**config.mk**
```make
export PLATFORM = sky130hd
export DESIGN_NAME = alu_console_ctrl
export DESIGN_NICKNAME = d
export VERILOG_FILES = /design/src/rtl/alu_console_ctrl.sv
export SDC_FILE = /design/constraint.sdc
export NUM_CORES = 1
export LEC_CHECK = 0
export CORE_ASPECT_RATIO = 1.4
export CORE_MARGIN = 3
export CORE_UTILIZATION = 46
export CTS_CLUSTER_SIZE = 24
export DETAILED_ROUTE_END_ITERATION = 10
export PLACE_DENSITY_LB_ADDON = 0.25
export SETUP_SLACK_MARGIN = 0.1
export SYNTH_ARGS = -nofsm -noshare
export SYNTH_HDL_FRONTEND = slang
export SYNTH_SLANG_ARGS = --single-unit
```
**constraint.sdc**
```tcl
create_clock -name CCLK -period 8.84 [get_ports CCLK]
set_clock_uncertainty 0.1 [all_clocks]
set_input_delay 1.768 -clock CCLK [delete_from_list [all_inputs] [get_ports CCLK]]
set_output_delay 1.768 -clock CCLK [all_outputs]
set_load 0.03 [all_outputs]
```
**src/rtl/alu_console_ctrl.sv**
```systemverilog
// Operator console for the ALU lab board: debounced buttons drive operand/func/op
// entry, an exec/capture step, a 32-char hex LCD image and rate-limited refresh pulses.
module alu_console_ctrl #(
    parameter int unsigned DB_CYCLES   = 20,
    parameter int unsigned REFRESH_GAP = 8,
    parameter int unsigned EXEC_CYCLES = 2
) (
    input  logic         CCLK,
    input  logic         rst,
    input  logic         btn_load,
    input  logic         btn_next,
    input  logic [3:0]   sw,
    output logic [31:0]  alu_r,
    output logic [31:0]  alu_s,
    output logic [3:0]   func,
    output logic [1:0]   alu_op,
    input  logic [31:0]  alu_res,
    input  logic         alu_zf,
    output logic [31:0]  res_q,
    output logic         led_zf,
    output logic [255:0] strdata,
    output logic         lcd_rst,
    output logic [2:0]   state
);

    localparam int unsigned DBW = $clog2(DB_CYCLES + 1);
    localparam int unsigned GW  = $clog2(REFRESH_GAP + 1) + 1;
    localparam int unsigned EW  = $clog2(EXEC_CYCLES + 1);

    typedef enum logic [2:0] {
        S_R    = 3'd0,
        S_S    = 3'd1,
        S_FN   = 3'd2,
        S_OP   = 3'd3,
        S_EXEC = 3'd4,
        S_SHOW = 3'd5
    } state_e;

    function automatic logic [7:0] hex_char(input logic [3:0] v);
        return (v < 4'd10) ? (8'h30 + {4'd0, v}) : (8'h37 + {4'd0, v});
    endfunction

    function automatic logic [255:0] fmt(input logic [31:0] r, input logic [31:0] s,
                                         input logic [3:0] f, input logic [1:0] op,
                                         input logic [31:0] res, input logic zf,
                                         input logic [2:0] st);
        logic [255:0] t;
        t = {32{8'h20}};
        for (int i = 0; i < 4; i++) begin
            t[255-8*i -: 8]      = hex_char(r[15-4*i -: 4]);
            t[255-8*(i+5) -: 8]  = hex_char(s[15-4*i -: 4]);
            t[255-8*(i+16) -: 8] = hex_char(res[15-4*i -: 4]);
        end
        t[255-8*10 -: 8] = hex_char(f);
        t[255-8*12 -: 8] = 8'h30 | {7'd0, op[1]};
        t[255-8*13 -: 8] = 8'h30 | {7'd0, op[0]};
        t[255-8*21 -: 8] = zf ? 8'h5A : 8'h2D;
        t[255-8*23 -: 8] = 8'h30 | {5'd0, st};
        return t;
    endfunction

    // Button conditioning: index 0 = load, 1 = next
    logic [1:0]     sync1_q, sync2_q, lvl_q, press_q;
    logic [DBW-1:0] cnt_q [2];

    always_ff @(posedge CCLK or posedge rst) begin
        if (rst) begin
            sync1_q <= '0;
            sync2_q <= '0;
            lvl_q   <= '0;
            press_q <= '0;
            for (int i = 0; i < 2; i++) cnt_q[i] <= '0;
        end else begin
            sync1_q <= {btn_next, btn_load};
            sync2_q <= sync1_q;
            for (int i = 0; i < 2; i++) begin
                press_q[i] <= 1'b0;
                if (sync2_q[i] == lvl_q[i]) begin
                    cnt_q[i] <= '0;
                end else if (cnt_q[i] == DBW'(DB_CYCLES - 1)) begin
                    lvl_q[i]   <= sync2_q[i];
                    cnt_q[i]   <= '0;
                    press_q[i] <= sync2_q[i];
                end else begin
                    cnt_q[i] <= cnt_q[i] + DBW'(1);
                end
            end
        end
    end

    logic load_p, next_p;
    assign load_p = press_q[0];
    assign next_p = press_q[1];

    state_e        state_q;
    logic [31:0]   r_q, s_q, cap_q;
    logic [3:0]    func_q;
    logic [1:0]    op_q;
    logic          zf_q;
    logic [EW-1:0] exec_q;

    // Entry sequencer; next takes priority over load in the same cycle
    always_ff @(posedge CCLK or posedge rst) begin
        if (rst) begin
            state_q <= S_R;
            r_q     <= '0;
            s_q     <= '0;
            func_q  <= '0;
            op_q    <= '0;
            cap_q   <= '0;
            zf_q    <= 1'b0;
            exec_q  <= '0;
        end else begin
            case (state_q)
                S_R: begin
                    if (next_p)      state_q <= S_S;
                    else if (load_p) r_q <= {r_q[27:0], sw};
                end
                S_S: begin
                    if (next_p)      state_q <= S_FN;
                    else if (load_p) s_q <= {s_q[27:0], sw};
                end
                S_FN: begin
                    if (next_p)      state_q <= S_OP;
                    else if (load_p) func_q <= sw;
                end
                S_OP: begin
                    if (next_p) begin
                        state_q <= S_EXEC;
                        exec_q  <= '0;
                    end else if (load_p) begin
                        op_q <= sw[1:0];
                    end
                end
                S_EXEC: begin
                    if (exec_q == EW'(EXEC_CYCLES - 1)) begin
                        cap_q   <= alu_res;
                        zf_q    <= alu_zf;
                        state_q <= S_SHOW;
                    end else begin
                        exec_q <= exec_q + EW'(1);
                    end
                end
                S_SHOW: begin
                    if (next_p) state_q <= S_R;
                end
                default: state_q <= S_R;
            endcase
        end
    end

    assign alu_r   = r_q;
    assign alu_s   = s_q;
    assign func    = func_q;
    assign alu_op  = op_q;
    assign res_q   = cap_q;
    assign led_zf  = zf_q;
    assign state   = state_q;
    assign strdata = fmt(r_q, s_q, func_q, op_q, cap_q, zf_q, state_q);

    // Refresh pacing: any text change arms a pulse, released once the gap has elapsed
    logic [255:0] prev_q;
    logic         pend_q, lcd_q, fire_c;
    logic [GW-1:0] gap_q;

    assign fire_c = pend_q && ((32'(gap_q) + 32'd1) >= 32'(REFRESH_GAP));

    always_ff @(posedge CCLK or posedge rst) begin
        if (rst) begin
            prev_q <= fmt(32'd0, 32'd0, 4'd0, 2'd0, 32'd0, 1'b0, 3'd0);
            pend_q <= 1'b1;
            gap_q  <= GW'(REFRESH_GAP);
            lcd_q  <= 1'b0;
        end else begin
            prev_q <= strdata;
            lcd_q  <= fire_c;
            pend_q <= (pend_q & ~fire_c) | (strdata != prev_q);
            if (fire_c)                          gap_q <= '0;
            else if (gap_q < GW'(REFRESH_GAP))   gap_q <= gap_q + GW'(1);
        end
    end

    assign lcd_rst = lcd_q;

endmodule
```
==> impl_metrics.tcl <==
set metrics [dict create \
    timing.setup.critical_path_class "reg -> out" \
    die-width_um 139 \
    status "completed" \
    design.portCount 404 \
    power_leakage_nw 6.73 \
    floorplan.die.height_um 192 \
    numPortBuffers 249 \
    dominantRegCellSynth "dfrtp_1" \
    ys_warn_count 0 \
    synth.yosys.seq_area_share_pct 51.1 \
    syn_avg_cell_area_um2 11.1 \
    cts_root_buf "clkbuf_16" \
    hold-worst-slack_ps 247 \
    cts_buffers 24 \
    reg2reg_from "alu_s[1]" \
    wirelength_um 28100 \
    clock_insertion_delay_worst_skew_ps 520 \
    drive_above_1_share_pct 13.6 \
    hold_violations 0 \
    tritoncts "done" \
    design.die.area_mm2 0.0267 \
    worst_ep_arrival_time_ps 2720 \
    critical_path_peak_fanout 9 \
    place.detailed.hpwl_um 21300 \
    gr-max-usage-layer "met2" \
    flow.area_growth_from_synthesis_pct 26.5 \
    total_of_fill_cells_in_the_finished_design 2129 \
    route.detailed.drc 0 \
    via_per_inst 4.86 \
    layout_min_cycle_time_ps 4590 \
    detail_route.first_pass.iterations 4 \
    synth_cell_types 62 \
    synth_edf_count 0 \
    timing.critical_path.from "alu_s[5]" \
    maxSlewHeadroom_pct 32.6 \
    hold_buffers 0 \
    timing.setup.tns_ps 0 \
    m3_gr_usage_pct 4.08 \
    cts_post_setup_buffers_inserted 0 \
    async_flop_share_pct 100 \
    synth-seq-cells 231 \
    synth_area_mm2 0.0114 \
    fp-row-count 67 \
    place_worst_setup_slack_ps 4760 \
    pwr_density_cell_mw_per_mm2 167 \
    gr-usage-all-layers_pct 20.2 \
    post-route-worst-setup-slack_ps 4250 \
    clkSinkCount 231 \
    worst_hold_startpoint "sync1_q[1]" \
    max-cap-violations 0 \
    postSynthCellCount 1024 \
    clkSlewWorstSetupHoldPaths_ps 60 \
    cts.htree.levels 1 \
    gp_routability_congestion 0.806 \
    kind_of_capture_point_of_the_worst_setup_path "output pin" \
    first_iter_violations 261 \
    rsz0062_at_grt "no" \
    final_area_mm2 0.0144 \
    grt_antenna_before_repair 0 \
    clock.fmax_mhz 218 \
    globalRouteMet1Util_pct 23.5 \
    gr-usage-met2_pct 38.1 \
    coreArea_mm2 0.0241 \
    drt.antenna.violating_nets 0 \
    grt_pass1_wl_um 42400 \
    setup_viol_count_final 0 \
    timing_max_transition_violations_final 0 \
    wl_per_cell_um 17.7 \
    transition_time_of_the_tightest_slew_check_pin_ps 985 \
    via_count_of_the_first_global_routing_pass 7461 \
    initial_utilization_pct 47.2 \
    final_net_count 1321 \
    insertedDiodeCount 0 \
    timing.hold.worst.class "reg -> reg" \
    clock_path_buffers 3 \
    dpl_cell_area_mm2 0.0135 \
    finish.utilization_pct 59.7 \
    maximum_number_of_pins_on_one_net_before_global_route_repair 81 \
    grt_overflow_total 0 \
    maximum_vdd_drop_v 0.000160 \
    route.vias.total 7731 \
    cp.required_ps 6970 \
    start_kind "register" \
    post_cts_resize_count 0 \
    min_period_over_period_pct 51.9 \
]
==> placed cells by master, fill, tap and decap left out, drive strengths merged, types with 6 or more instances in the layout <==
master / count
clkdlybuf4s50: 249
dfrtp: 202
conb: 154
mux2: 82
o21ai: 66
nand2: 52
inv: 52
nor2: 42
xnor2: 41
a21oi: 36
clkbuf: 33
dfstp: 29
xor2: 25
nor2b: 24
ha: 17
nor3b: 17
nand3: 16
and2: 13
nand4b: 12
nor3: 9
a21bo: 9
nand3b: 7
a2111oi: 7
nand2b: 6
nand4: 6
clkinv: 6
==> cell families after synthesis <==
| family | Yosys count | share of synthesized area, % |
|---|---|---|
| AOI/OAI and AO/OA | 144 | 7.78 |
| xor gates and xnor gates | 70 | 5.87 |
| muxes | 86 | 8.46 |
| adders and majority gates | 17 | 1.87 |
| other | 2 | 0.0660 |
| buffers and inverters | 243 | 13.4 |
| DFF | 231 | 51.1 |
| and+or+nand+nor | 231 | 11.4 |
==> worst paths after layout <==
check                      slack (ps)      endpoint  depth (start not counted)
max reg2reg                      5560        pend_q                          8
min                               250    sync2_q[1]                          0
max in group asynchronous        5520     res_q[10]                          3
max                              4250  strdata[196]                          5
min reg2reg                       250    sync2_q[1]                          0
min in group asynchronous        1620     res_q[17]                          2
==> Yosys cell counts, types with 6 or more instances <==
master | instances | area (um^2)
inv_1 | 52 | 195
ha_1 | 17 | 213
nand4b_1 | 12 | 105
nor2b_1 | 24 | 150
nand3b_1 | 7 | 52.6
dfrtp_1 | 202 | 5050
o21ai_1 | 19 | 95.1
buf_1 | 7 | 26.3
buf_4 | 164 | 1230
nand4_1 | 6 | 37.5
nor3_1 | 9 | 45.0
mux2_2 | 82 | 923
nor3b_1 | 16 | 120
xor2_1 | 25 | 219
dfstp_2 | 29 | 762
nor2_1 | 42 | 158
a21oi_1 | 35 | 175
xnor2_1 | 41 | 359
nand3_1 | 15 | 75.1
nand2_1 | 52 | 195
and2_1 | 12 | 75.1
clkbuf_1 | 18 | 67.6
a21bo_2 | 8 | 80.1
nand2b_1 | 6 | 37.5
o21ai_0 | 46 | 230
==> state kept, by name, indices dropped and copies added (netlist names), 3 cells and up <==
register and cells:
alu_r 32, alu_s 32, cnt_q 10, func 4, gap_q 5, prev_q 98, res_q 32, state 3
==> power breakdown <==
group / switching [mW] / internal (mW)
clock: 0.421 / 0.676
combinational: 0.168 / 0.0560
sequential: 0.0126 / 1.07
total: 0.602 / 1.80
==> metrics by stage <==
step,power (mW),instances
2_1_floorplan,1.31,1176
3_3_place_gp,1.33,1547
3_5_place_dp,1.33,1547
4_1_cts,2.43,1591
5_1_grt,2.49,1591
6_report,2.41,1591
==> worst max-delay path: stages (launching register included) <==
cell             delay, ps
dfrtp_1                460
inv_1                  110
ha_1                   190
nor2b_1                 50
o21ai_0                560
clkdlybuf4s50_1        840
==> routing by layer <==
layer	share of wire [%]	wire length [um]
met2	53	14800
met1	39	11000
met4	1.8	511
met5	0	0
met3	6.4	1790
==> layout make-up <==
cell class,count,area (um^2),share of cell area [%]
Clock buffer,33,706,4.90
Clock inverter,11,161,1.12
Inverter,52,203,1.41
Multi-Input combinational cell,702,4610,32.0
Sequential cell,231,5820,40.4
Tap cell,310,388,2.69
Timing Repair Buffer,252,2510,17.5
Note: power is estimated with default switching activity, not from simulation.
